<file path="src/rtl/jump_ctrl_pkg.sv">
// Shared constants and helpers for the jump/branch control block.
package jump_ctrl_pkg;

    localparam logic [5:0] OP_RTYPE = 6'b000000;
    localparam logic [5:0] OP_J     = 6'b000010;
    localparam logic [5:0] OP_JAL   = 6'b000011;
    localparam logic [5:0] OP_BEQ   = 6'b000100;
    localparam logic [5:0] OP_BNE   = 6'b000101;

    localparam logic [5:0] FN_JR    = 6'b001000;
    localparam logic [5:0] FN_JALR  = 6'b001001;

    localparam logic [1:0] BHT_INIT = 2'b01;

    typedef enum logic [2:0] {
        JOP_JUMP  = 3'd0,
        JOP_REG   = 3'd1,
        JOP_BR    = 3'd2,
        JOP_SEQ   = 3'd3,
        JOP_RECOV = 3'd4
    } jop_e;

    // 2-bit saturating counter step toward taken (up) or not-taken
    function automatic logic [1:0] sat_step(input logic [1:0] cnt, input logic up);
        if (up) begin
            return (cnt == 2'b11) ? cnt : cnt + 2'd1;
        end
        return (cnt == 2'b00) ? cnt : cnt - 2'd1;
    endfunction

endpackage

</file>
<file path="src/rtl/bht_table.sv">
// Bimodal branch history table: 2-bit counters, async read, sync saturating update.
module bht_table
    import jump_ctrl_pkg::*;
#(
    parameter int unsigned IDX_W = 6
) (
    input  logic             clk,
    input  logic             rst,
    input  logic [IDX_W-1:0] rd_idx,
    output logic [1:0]       rd_cnt,
    input  logic             wr_en,
    input  logic [IDX_W-1:0] wr_idx,
    input  logic             wr_taken
);

    localparam int unsigned DEPTH = 2 ** IDX_W;

    logic [1:0] cnt [DEPTH];

    // Read returns the stored value; a same-cycle write lands on the next edge
    assign rd_cnt = cnt[rd_idx];

    always_ff @(posedge clk) begin
        if (!rst) begin
            for (int i = 0; i < int'(DEPTH); i++) begin
                cnt[i] <= BHT_INIT;
            end
        end else if (wr_en) begin
            cnt[wr_idx] <= sat_step(cnt[wr_idx], wr_taken);
        end
    end

endmodule

</file>
<file path="src/rtl/jump_ctrl_bp.sv">
// EX-stage jump/branch resolution with bimodal prediction, flush and statistics.
module jump_ctrl_bp
    import jump_ctrl_pkg::*;
#(
    parameter int unsigned PC_W      = 32,
    parameter int unsigned IDX_W     = 6,
    parameter int unsigned PRED_MODE = 1,
    parameter int unsigned CNT_W     = 16
) (
    input  logic             clk,
    input  logic             rst,
    input  logic [PC_W-1:0]  if_pc,
    output logic             pred_taken,
    input  logic             ex_valid,
    input  logic             ex_stall,
    input  logic [PC_W-1:0]  ex_pc,
    input  logic [31:0]      ex_ins,
    input  logic             ex_zero,
    input  logic             ex_pred_taken,
    output logic [2:0]       jump_op,
    output logic [PC_W-1:0]  recover_pc,
    output logic             flush,
    output logic [CNT_W-1:0] branch_cnt,
    output logic [CNT_W-1:0] mispred_cnt
);

    logic [5:0] opcode;
    logic [5:0] funct;
    logic       active;
    logic       is_br;
    logic       br_taken;
    logic       mispred;
    logic [1:0] rd_cnt;
    logic       unused_bits;

    assign opcode     = ex_ins[31:26];
    assign funct      = ex_ins[5:0];
    assign active     = rst && ex_valid && !ex_stall && (ex_ins != 32'd0);
    assign recover_pc = ex_pc + PC_W'(4);
    assign mispred    = is_br && (br_taken != ex_pred_taken);

    // Only the word-index bits of if_pc address the table
    assign unused_bits = ^{if_pc[PC_W-1:IDX_W+2], if_pc[1:0], rd_cnt};

    bht_table #(
        .IDX_W (IDX_W)
    ) u_bht (
        .clk      (clk),
        .rst      (rst),
        .rd_idx   (if_pc[IDX_W+1:2]),
        .rd_cnt   (rd_cnt),
        .wr_en    (is_br),
        .wr_idx   (ex_pc[IDX_W+1:2]),
        .wr_taken (br_taken)
    );

    generate
        if (PRED_MODE == 1) begin : g_bimodal
            assign pred_taken = rst && rd_cnt[1];
        end else begin : g_static
            assign pred_taken = 1'b0;
        end
    endgenerate

    // Decode and resolve the EX instruction
    always_comb begin
        jump_op  = JOP_SEQ;
        flush    = 1'b0;
        is_br    = 1'b0;
        br_taken = 1'b0;
        if (active) begin
            case (opcode)
                OP_BEQ: begin
                    is_br    = 1'b1;
                    br_taken = ex_zero;
                end
                OP_BNE: begin
                    is_br    = 1'b1;
                    br_taken = !ex_zero;
                end
                OP_J, OP_JAL: begin
                    jump_op = JOP_JUMP;
                    flush   = 1'b1;
                end
                OP_RTYPE: begin
                    if (funct == FN_JR || funct == FN_JALR) begin
                        jump_op = JOP_REG;
                        flush   = 1'b1;
                    end
                end
                default: ;
            endcase
            if (is_br && (br_taken != ex_pred_taken)) begin
                jump_op = br_taken ? JOP_BR : JOP_RECOV;
                flush   = 1'b1;
            end
        end
    end

    // Saturating statistics
    always_ff @(posedge clk) begin
        if (!rst) begin
            branch_cnt  <= '0;
            mispred_cnt <= '0;
        end else begin
            if (is_br && (branch_cnt != '1)) begin
                branch_cnt <= branch_cnt + CNT_W'(1);
            end
            if (mispred && (mispred_cnt != '1)) begin
                mispred_cnt <= mispred_cnt + CNT_W'(1);
            end
        end
    end

endmodule
</file>
<file path="config.mk">
export PLATFORM = sky130hd
export DESIGN_NAME = jump_ctrl_bp
export DESIGN_NICKNAME = d
export VERILOG_FILES = /design/src/rtl/jump_ctrl_pkg.sv /design/src/rtl/bht_table.sv /design/src/rtl/jump_ctrl_bp.sv
export SDC_FILE = /design/constraint.sdc
export NUM_CORES = 1
export LEC_CHECK = 0
export BUFFER_PORTS_ARGS = -buffer_cell sky130_fd_sc_hd__buf_2
export CAP_MARGIN = 40
export CELL_PAD_IN_SITES_DETAIL_PLACEMENT = 0
export CELL_PAD_IN_SITES_GLOBAL_PLACEMENT = 2
export CORE_ASPECT_RATIO = 1.75
export CORE_MARGIN = 3
export CORE_UTILIZATION = 39
export CTS_CLUSTER_DIAMETER = 100
export CTS_CLUSTER_SIZE = 14
export DETAILED_ROUTE_END_ITERATION = 10
export GPL_ROUTABILITY_DRIVEN = 0
export PLACE_DENSITY = 0.94
export REMOVE_ABC_BUFFERS = 1
export SYNTH_ARGS = -nofsm -noshare
export SYNTH_HDL_FRONTEND = slang
export SYNTH_SLANG_ARGS = --single-unit
</file>
<file path="constraint.sdc">
create_clock -name clk -period 6 [get_ports clk]
set_clock_uncertainty 0.05 [all_clocks]
set_input_delay 0.9 -clock clk [delete_from_list [all_inputs] [get_ports clk]]
set_output_delay 0.9 -clock clk [all_outputs]
set_load 0.05 [all_outputs]
</file>
==> impl_metrics.env, run 1 <==
export IMPL_syn_inst=862
export IMPL_track_usage=0.201
export IMPL_vdd_ir_drop_max_mv=0.172
export IMPL_hold_viol=0
export IMPL_fin_crit_ns=4.57
export IMPL_path_cells="buf_2 > buf_4 > and3_1 > buf_4 > nand2_1 > or2_2 > nor2_1 > xor2_1 > buf_2"
export IMPL_yosysMostFrequentCell="edfxtp_1"
export IMPL_slew_viol_final=0
export IMPL_period_share=0.762
export IMPL_synthArstFlopShare=0
export IMPL_cp_required_ns=5.05
export IMPL_drt_iter0_drc=446
export IMPL_avgSynthCellArea_um2=10.6
export IMPL_total_power_uw=2620
export IMPL_crit_arrival_ns=3.62
export IMPL_clkTransAtPathRegs_ns=0.06
export IMPL_core_um2=22900
export IMPL_grt_busiest_layer="met2"
export IMPL_final_area_um2=10600
export IMPL_ys_warn_count=0
export IMPL_final_setup_worst_slack_ns=1.43
export IMPL_p_leak_uw=0.00357
export IMPL_wl_um=25500
export IMPL_post_cts_setup_buffers=0
export IMPL_via_count=7136
export IMPL_die_w_um=122
export IMPL_clockRootBuffer="clkbuf_16"
export IMPL_wl_per_cell_um=20.2
export IMPL_worstSetupEndpointType="output pin"
export IMPL_critPathLaunchType="primary input"
export IMPL_setup_worst_path_start="ex_pc[2]"
export IMPL_dr_pass1_iters=5
export IMPL_holdPathEnd="branch_cnt[1]$_SDFFE_PN0P_"
export IMPL_drv_cap=0
export IMPL_dp_slack_ns=1.19
export IMPL_report_final_setup_viol=0
export IMPL_synth_edf_count=128
export IMPL_met3_usage=0.0328
export IMPL_cp_slowest_cell="buf_2"
export IMPL_routed_via_density=5.65
export IMPL_worst_slew_pin_slew_ns=0.944
export IMPL_io_pins=171
export IMPL_grt_pass1_wl_um=38700
export IMPL_ys_seq_area_frac=0.488
export IMPL_area_growth_pct=15.0
export IMPL_status="finished clean"
export IMPL_place_area_um2=9980
export IMPL_overflow=0
export IMPL_use_met2=0.383
export IMPL_critPathMaxStageDelay_ns=0.60
export IMPL_worstHoldStart="branch_cnt[1]$_SDFFE_PN0P_"
export IMPL_cts_tree="yes"
export IMPL_start_util=0.400
export IMPL_hp_class="register to register"
export IMPL_io_buffers=119
export IMPL_cts_buffers_inserted=17
export IMPL_antenna_found_initial=0
export IMPL_cts_max_level=4
export IMPL_yosys_top_cells_count="edfxtp_1 (128), nand2_1 (123), nor2_1 (94)"
export IMPL_nNetsFinal=1057
export IMPL_path_class="primary input to output pin"
export IMPL_syn_area_um2=9180
export IMPL_yosysTopAreaCellShare=0.419
export IMPL_whs_path_depth=2
export IMPL_ant_nets=0
export IMPL_hold_buffers=0
export IMPL_synthTopCellsByArea="edfxtp_1 (42%), mux4_2 (8.1%), dfxtp_1 (7.0%)"
export IMPL_grt_setup_unrepaired="false"
export IMPL_n_fill_cell=2167
export IMPL_clock_fmax_mhz=219
export IMPL_dieArea_um2=25500
export IMPL_dp_hpwl_um=18400
export IMPL_grt_pass1_vias=7062
export IMPL_cts_max_path_buffers=2
export IMPL_reg2reg_to="u_bht.cnt[51][0]$_SDFFCE_PN1P_"
export IMPL_drive_gt1_frac=0.262
export IMPL_maxSlewHeadroom=0.371
export IMPL_grt_max_degree=42
export IMPL_rows=73
export IMPL_yosysTopAreaCell="edfxtp_1"
export IMPL_grt_use_met1=0.215
export IMPL_reg2reg_depth=8
export IMPL_ys_types=63
export IMPL_r2r_slack_ns=2.48
export IMPL_synth_seq_cells=160
export IMPL_ys_dominant_reg_cell="edfxtp_1"
export IMPL_chipHeight_um=209
export IMPL_p_per_area_nw_per_um2=248
export IMPL_r2r_start="u_bht.cnt[19][1]$_SDFFCE_PN0P_"
export IMPL_n_antenna_cell=0
export IMPL_cts_sinks=160
export IMPL_ctsResizeCount=0
export IMPL_clk_latency_ns=0.42
export IMPL_setup_tns_ns=0
export IMPL_cp_max_fo=30
export IMPL_route_detailed_drc=0
worst max path at each step:
stage / to / cells after the start
after CTS: recover_pc[31] / 9
after floorplan: jump_op[1] / 6
final: recover_pc[31] / 9
after global placement: u_bht.cnt[51][0]$_SDFFCE_PN1P_ / 10
after detailed placement: u_bht.cnt[51][0]$_SDFFCE_PN1P_ / 10
after global routing: recover_pc[31] / 9
cells in the final DEF, fill, tap and decap left out, types with 25 or more instances in the layout:
master,instances
buf_2,119
dfxtp_1,32
edfxtp_1,128
mux4_2,33
nand2_1,123
nand3_1,74
nand3_2,25
nor2_1,94
nor3_1,32
o21ai_0,30
xnor2_1,28
xor2_1,28
logic make-up after synthesis:
logic type,after synthesis,synth area share
AND/OR/NAND/NOR,418,0.226
AO/OA/AOI/OAI,77,0.0549
buffers and inverters,82,0.0496
adder cells (fa/ha/maj),5,0.00654
flip-flops,160,0.488
XOR/XNOR,56,0.0534
multiplexers,64,0.121
worst max-delay path, delay by kind of cell:
family,cells,cell delay (ns)
XOR/XNOR,1,0.15
AND/OR/NAND/NOR,4,1.00
buffers and inverters,4,1.55
layout make-up:
type / count / area (µm²) / share of cell area
Clock buffer: 17 / 425 / 0.0403
Clock inverter: 14 / 148 / 0.0140
Inverter: 8 / 30.0 / 0.00285
Multi-Input combinational cell: 620 / 4260 / 0.404
Sequential cell: 160 / 4480 / 0.425
Tap cell: 300 / 375 / 0.0356
Timing Repair Buffer: 145 / 831 / 0.0787
report_power, final:
group | switching (µW) | internal, µW
Combinational | 230 | 107
Clock | 420 | 643
Sequential | 9.84 | 1210
Total | 660 | 1960
per-stage QoR:
stage                     std cells  hold slack (ns)  utilization
after global placement         1228            0.432        0.432
after detailed placement       1233            0.442        0.435
final                          1264            0.456        0.460
after CTS                      1264            0.452        0.460
after global routing           1264            0.489        0.460
after floorplan                 788            0.646            -
sequential cells by signal (all words and copies together), names as in the netlist:
register     flops
u_bht.cnt      128
branch_cnt      16
mispred_cnt     16
routing by layer:
| metal | up-vias | wire length [µm] |
|---|---|---|
| met5 | - | 0 |
| met1 | 3441 | 8880 |
| met3 | 40 | 1670 |
| met4 | 0 | 782 |
| met2 | 313 | 14200 |
| li1 | 3342 | - |
(Power assumes the default switching activity.)
==> run 2: changes to the inputs <==
--- a/config.mk
+++ b/config.mk
@@ -11,12 +11,12 @@
 export CELL_PAD_IN_SITES_GLOBAL_PLACEMENT = 2
 export CORE_ASPECT_RATIO = 1.75
 export CORE_MARGIN = 3
-export CORE_UTILIZATION = 39
+export CORE_UTILIZATION = 32
 export CTS_CLUSTER_DIAMETER = 100
 export CTS_CLUSTER_SIZE = 14
 export DETAILED_ROUTE_END_ITERATION = 10
 export GPL_ROUTABILITY_DRIVEN = 0
-export PLACE_DENSITY = 0.94
+export PLACE_DENSITY = 0.84
 export REMOVE_ABC_BUFFERS = 1
 export SYNTH_ARGS = -nofsm -noshare
 export SYNTH_HDL_FRONTEND = slang
==> constraint.sdc (replaced) <==
create_clock -name clk -period 4.1 [get_ports clk]
set_clock_uncertainty 0.05 [all_clocks]
set_input_delay 0.615 -clock clk [delete_from_list [all_inputs] [get_ports clk]]
set_output_delay 0.615 -clock clk [all_outputs]
set_load 0.05 [all_outputs]
==> run 2 against run 1 <==
Compared with the run above: sequential cell count unchanged; critical path type unchanged; total power rose by 43%; clock-buffer cell count rose by 1; sequential share of layout area down 0.64 points.
==> impl_metrics.env, run 2 (same netlist as run 1, synthesis figures left out) <==
export IMPL_cts_sinks=160
export IMPL_drt_iter0_drc=512
export IMPL_dp_slack_ns=0.254
export IMPL_p_leak_uw=0.00359
export IMPL_clock_fmax_mhz=276
export IMPL_chipHeight_um=230
export IMPL_cts_max_level=4
export IMPL_die_w_um=134
export IMPL_hold_viol=0
export IMPL_dieArea_um2=30800
export IMPL_path_class="primary input to output pin"
export IMPL_drive_gt1_frac=0.271
export IMPL_worstSetupEndpointType="output pin"
export IMPL_route_detailed_drc=0
export IMPL_dp_hpwl_um=19300
export IMPL_p_per_area_nw_per_um2=349
export IMPL_clk_latency_ns=0.44
export IMPL_layout_common_cells="edfxtp_1 (128), nand2_1 (123), buf_2 (119)"
export IMPL_routed_via_density=5.26
export IMPL_report_final_setup_viol=0
export IMPL_p_sw_frac=0.265
export IMPL_vdd_ir_drop_max_mv=0.207
export IMPL_clkTransAtPathRegs_ns=0.06
export IMPL_critPathLaunchType="primary input"
export IMPL_hp_class="register to register"
export IMPL_period_share=0.885
export IMPL_overflow=0
export IMPL_status="finished clean"
export IMPL_grt_setup_unrepaired="false"
export IMPL_place_area_um2=10200
export IMPL_drv_cap=0
export IMPL_ant_nets=0
export IMPL_maxSlewHeadroom=0.404
export IMPL_grt_max_degree=69
export IMPL_wl_per_cell_um=19.8
export IMPL_via_count=7075
export IMPL_area_growth_pct=16.7
export IMPL_final_area_um2=10700
export IMPL_nNetsFinal=1067
export IMPL_crit_arrival_ns=2.96
export IMPL_antenna_found_initial=0
export IMPL_cts_buffers_inserted=17
export IMPL_comb_power_share=0.136
export IMPL_io_buffers=119
export IMPL_cts_tree="yes"
export IMPL_io_pins=171
export IMPL_largest_register_ff_count=128
export IMPL_hold_buffers=0
export IMPL_p_int_uw=2750
export IMPL_slew_viol_final=0
export IMPL_dr_pass1_iters=5
export IMPL_core_um2=28100
export IMPL_p_clk_frac=0.387
export IMPL_fin_crit_ns=3.63
export IMPL_n_antenna_cell=0
export IMPL_grt_pass1_wl_um=41400
export IMPL_grt_pass1_vias=7336
export IMPL_ctsResizeCount=0
export IMPL_final_common_cell="edfxtp_1"
export IMPL_start_util=0.327
export IMPL_cp_required_ns=3.43
export IMPL_p_sw_uw=991
export IMPL_worst_slew_pin_slew_ns=0.895
export IMPL_cts_max_path_buffers=2
export IMPL_track_usage=0.177
export IMPL_rows=81
export IMPL_pwr_share_seq=0.477
export IMPL_post_cts_setup_buffers=0
export IMPL_wl_um=26600
export IMPL_final_setup_worst_slack_ns=0.471
export IMPL_top_register="u_bht.cnt"
export IMPL_holdWs_ns=0.443
export IMPL_largest_registers="u_bht.cnt x128, branch_cnt x16, mispred_cnt x16"
export IMPL_cp_max_fo=10
export IMPL_clockRootBuffer="clkbuf_16"
[run 2: cell types whose count changed in the layout (fill, tap and decap cells not counted), moves of 2 or more]
cell        previous run  this run
buf_12                 0         5
buf_4                 24        30
bufinv_16              3         1
clkinv_1               6         3
clkinvlp_4             1         5
[run 2: cell type report]
class | instances | area [µm²]
Tap cell | 373 | 467
Fill cell | 2791 | 17400
Multi-Input combinational cell | 620 | 4260
Sequential cell | 160 | 4480
Clock buffer | 18 | 429
Inverter | 8 | 30.0
Timing Repair Buffer | 155 | 948
Clock inverter | 12 | 97.6
[run 2: worst paths after layout]
check,start,to,slack (ns),cells after the start
setup / recovery,ex_pc[7],recover_pc[31],0.47,8
hold / removal,branch_cnt[1]$_SDFFE_PN0P_,branch_cnt[1]$_SDFFE_PN0P_,0.44,2
setup reg to reg,u_bht.cnt[59][1]$_SDFFCE_PN0P_,u_bht.cnt[19][0]$_SDFFCE_PN1P_,1.20,8
hold reg to reg,branch_cnt[1]$_SDFFE_PN0P_,branch_cnt[1]$_SDFFE_PN0P_,0.44,2
[run 2: critical path, stage by stage]
cell and delay [ns]:
buf_2 0.22, nand3_1 0.33, nor3_1 0.57, nand2_1 0.27, or2_2 0.39, nor2_1 0.14, xor2_1 0.15, buf_2 0.28
[run 2: power by group through the flow]
| stage | Sequential [µW] | Clock, µW | Combinational, µW |
|---|---|---|---|
| after floorplan | 1810 | 0 | 276 |
| final | 1780 | 1450 | 510 |
| after global placement | 1820 | 0 | 505 |
| after global routing | 1790 | 1560 | 544 |
| after detailed placement | 1820 | 0 | 513 |
| after CTS | 1780 | 1480 | 513 |
[run 2: layer usage]
| metal | global-route usage | wire (µm) | vias to the layer above |
|---|---|---|---|
| met2 | 0.335 | 14500 | 266 |
| li1 | - | - | 3353 |
| met3 | 0.0447 | 1570 | 61 |
| met1 | 0.177 | 9410 | 3395 |
| met4 | 0.0844 | 1110 | 0 |
| met5 | 0 | 0 | - |
[run 2: metrics by stage]
stage / std cells / TNS, ns / total power (µW) / utilization
6_report: 1346 / 0 / 3740 / 0.382
5_1_grt: 1346 / 0 / 3890 / 0.382
4_1_cts: 1346 / 0 / 3780 / 0.382
3_5_place_dp: 1316 / 0 / 2330 / 0.363
3_3_place_gp: 1315 / 0 / 2320 / 0.362
2_1_floorplan: 788 / -0.140 / 2090 / -
==> run 3: changes to the inputs <==
--- a/config.mk
+++ b/config.mk
@@ -12,6 +12,7 @@
 export CORE_ASPECT_RATIO = 1.75
 export CORE_MARGIN = 3
 export CORE_UTILIZATION = 32
+export CTS_BUF_LIST = sky130_fd_sc_hd__clkbuf_16
 export CTS_CLUSTER_DIAMETER = 100
 export CTS_CLUSTER_SIZE = 14
 export DETAILED_ROUTE_END_ITERATION = 10
==> constraint.sdc (replaced) <==
create_clock -name clk -period 4.1 [get_ports clk]
set_clock_uncertainty 0.05 [all_clocks]
set_input_delay 0.615 -clock clk [delete_from_list [all_inputs] [get_ports clk]]
set_output_delay 0.615 -clock clk [all_outputs]
set_load 0.1 [all_outputs]
==> run 3 against run 2 <==
Compared with the run above: clock power increased by 9.7%; fmax decreased by 0.86%; sequential cell count unchanged; clock-buffer cell count decreased by 1; total power increased by 6.7%; routed wire length increased by 0.97%; via count increased by 0.59%; core utilization increased by 1.4 points; critical endpoint unchanged; largest power group unchanged.
==> impl_metrics.env, run 3 (same netlist as run 1, synthesis figures left out) <==
export IMPL_cts_max_path_buffers=2
export IMPL_largest_registers="u_bht.cnt x128, branch_cnt x16, mispred_cnt x16"
export IMPL_n_fill_cell=2744
export IMPL_overflow=0
export IMPL_r2r_start="u_bht.cnt[63][1]$_SDFFCE_PN0P_"
export IMPL_final_cells=1357
export IMPL_route_detailed_drc=0
export IMPL_ant_nets=0
export IMPL_layout_common_cells="edfxtp_1 (128), nand2_1 (123), buf_2 (102)"
export IMPL_dp_cells=1325
export IMPL_fin_crit_ns=3.66
export IMPL_drv_cap=0
export IMPL_cp_max_fo=29
export IMPL_path_delay_family="simple AND/OR/NAND/NOR gates"
export IMPL_worst_slew_pin_slew_ns=0.739
export IMPL_clockRootBuffer="clkbuf_16"
export IMPL_antenna_found_initial=0
export IMPL_cp_required_ns=3.43
export IMPL_grt_pass1_wl_um=41700
export IMPL_wl_per_cell_um=19.8
export IMPL_nNetsFinal=1076
export IMPL_hp_class="register to register"
export IMPL_critPathMaxStageDelay_ns=0.57
export IMPL_die_w_um=134
export IMPL_routed_via_density=5.24
export IMPL_period_share=0.893
export IMPL_grt_pass1_vias=7424
export IMPL_dieArea_um2=30800
export IMPL_grt_setup_unrepaired="false"
export IMPL_status="finished clean"
export IMPL_setup_worst_path_start="ex_pc[4]"
export IMPL_cts_sinks=160
export IMPL_p_per_area_nw_per_um2=360
export IMPL_drt_iter0_drc=508
export IMPL_largest_register_ff_count=128
export IMPL_core_um2=28100
export IMPL_area_growth_pct=20.9
export IMPL_wl_um=26900
export IMPL_path_cells="buf_2 > buf_4 > and3_1 > nand2_1 > or2_2 > nor2_1 > xor2_1 > buf_12"
export IMPL_dp_hpwl_um=19800
export IMPL_cts_max_level=4
export IMPL_top_register="u_bht.cnt"
export IMPL_ctsResizeCount=0
export IMPL_holdWs_ns=0.450
export IMPL_post_route_util=0.395
export IMPL_path_class="primary input to output pin"
export IMPL_clkTransAtPathRegs_ns=0.06
export IMPL_chipHeight_um=230
export IMPL_drive_gt1_frac=0.282
export IMPL_slew_viol_final=0
export IMPL_crit_arrival_ns=3.00
export IMPL_cts_buffers_inserted=17
export IMPL_critPathLaunchType="primary input"
export IMPL_track_usage=0.179
export IMPL_clk_latency_ns=0.44
export IMPL_hold_buffers=0
export IMPL_grt_max_degree=65
export IMPL_start_util=0.327
export IMPL_worstSetupEndpointType="output pin"
export IMPL_cts_tree="yes"
export IMPL_vdd_ir_drop_max_mv=0.270
export IMPL_clock_fmax_mhz=273
export IMPL_via_count=7117
export IMPL_setup_tns_ns=0
export IMPL_cp_slowest_cell="buf_2"
export IMPL_worstHoldStart="branch_cnt[1]$_SDFFE_PN0P_"
export IMPL_io_pins=171
export IMPL_hold_viol=0
export IMPL_io_buffers=119
export IMPL_final_setup_worst_slack_ns=0.440
export IMPL_n_antenna_cell=0
export IMPL_rows=81
export IMPL_p_leak_uw=0.00378
export IMPL_dr_pass1_iters=5
export IMPL_dp_slack_ns=0.413
export IMPL_report_final_setup_viol=0
export IMPL_post_cts_setup_buffers=0
export IMPL_path_buf_inv=3
export IMPL_maxSlewHeadroom=0.502
export IMPL_final_common_cell="edfxtp_1"
-- run 3: final cells by class --
type / count / area (µm²) / area share
Inverter: 8 / 30.0 / 0.00271
Sequential cell: 160 / 4480 / 0.404
Multi-Input combinational cell: 620 / 4260 / 0.384
Clock buffer: 17 / 425 / 0.0383
Tap cell: 373 / 467 / 0.0420
Timing Repair Buffer: 164 / 1270 / 0.115
Clock inverter: 15 / 158 / 0.0142
-- run 3: worst register-to-register path, delay by kind of cell (launching register included) --
kind,cells,cell delay (ns)
DFF,1,0.41
AOI/OAI and AO/OA,2,0.32
buffers and inverters,1,0.26
and+or+nand+nor,2,0.43
adders and majority gates,1,0.32
muxes,2,0.77
-- run 3: worst paths after layout --
check                              endpoint  cells past startpoint  slack (ns)
max                          recover_pc[31]                      8        0.44
min              branch_cnt[1]$_SDFFE_PN0P_                      2        0.45
max reg2reg  u_bht.cnt[11][0]$_SDFFCE_PN1P_                      8        1.27
min reg2reg      branch_cnt[1]$_SDFFE_PN0P_                      2        0.45
-- run 3: power by group --
group	total [µW]	switching, µW	internal [µW]
clock network	1590	688	904
registers	1780	14.2	1770
logic	619	420	199
total	3990	1120	2870
-- run 3: routing by layer --
layer | wire (µm) | vias to the layer above | part of all wire | track usage
met5 | 0 | - | 0 | 0
met4 | 1070 | 0 | 0.040 | 0.0876
met1 | 9130 | 3438 | 0.34 | 0.178
li1 | - | 3378 | - | -
met3 | 1470 | 51 | 0.055 | 0.0348
met2 | 15200 | 250 | 0.57 | 0.346
-- run 3: stage by stage --
step / cell area (µm²) / total power [µW]
6_report: 11100 / 3990
5_1_grt: 11100 / 4150
4_1_cts: 11100 / 4040
3_5_place_dp: 10500 / 2440
3_3_place_gp: 10500 / 2430
2_1_floorplan: 8750 / 2160
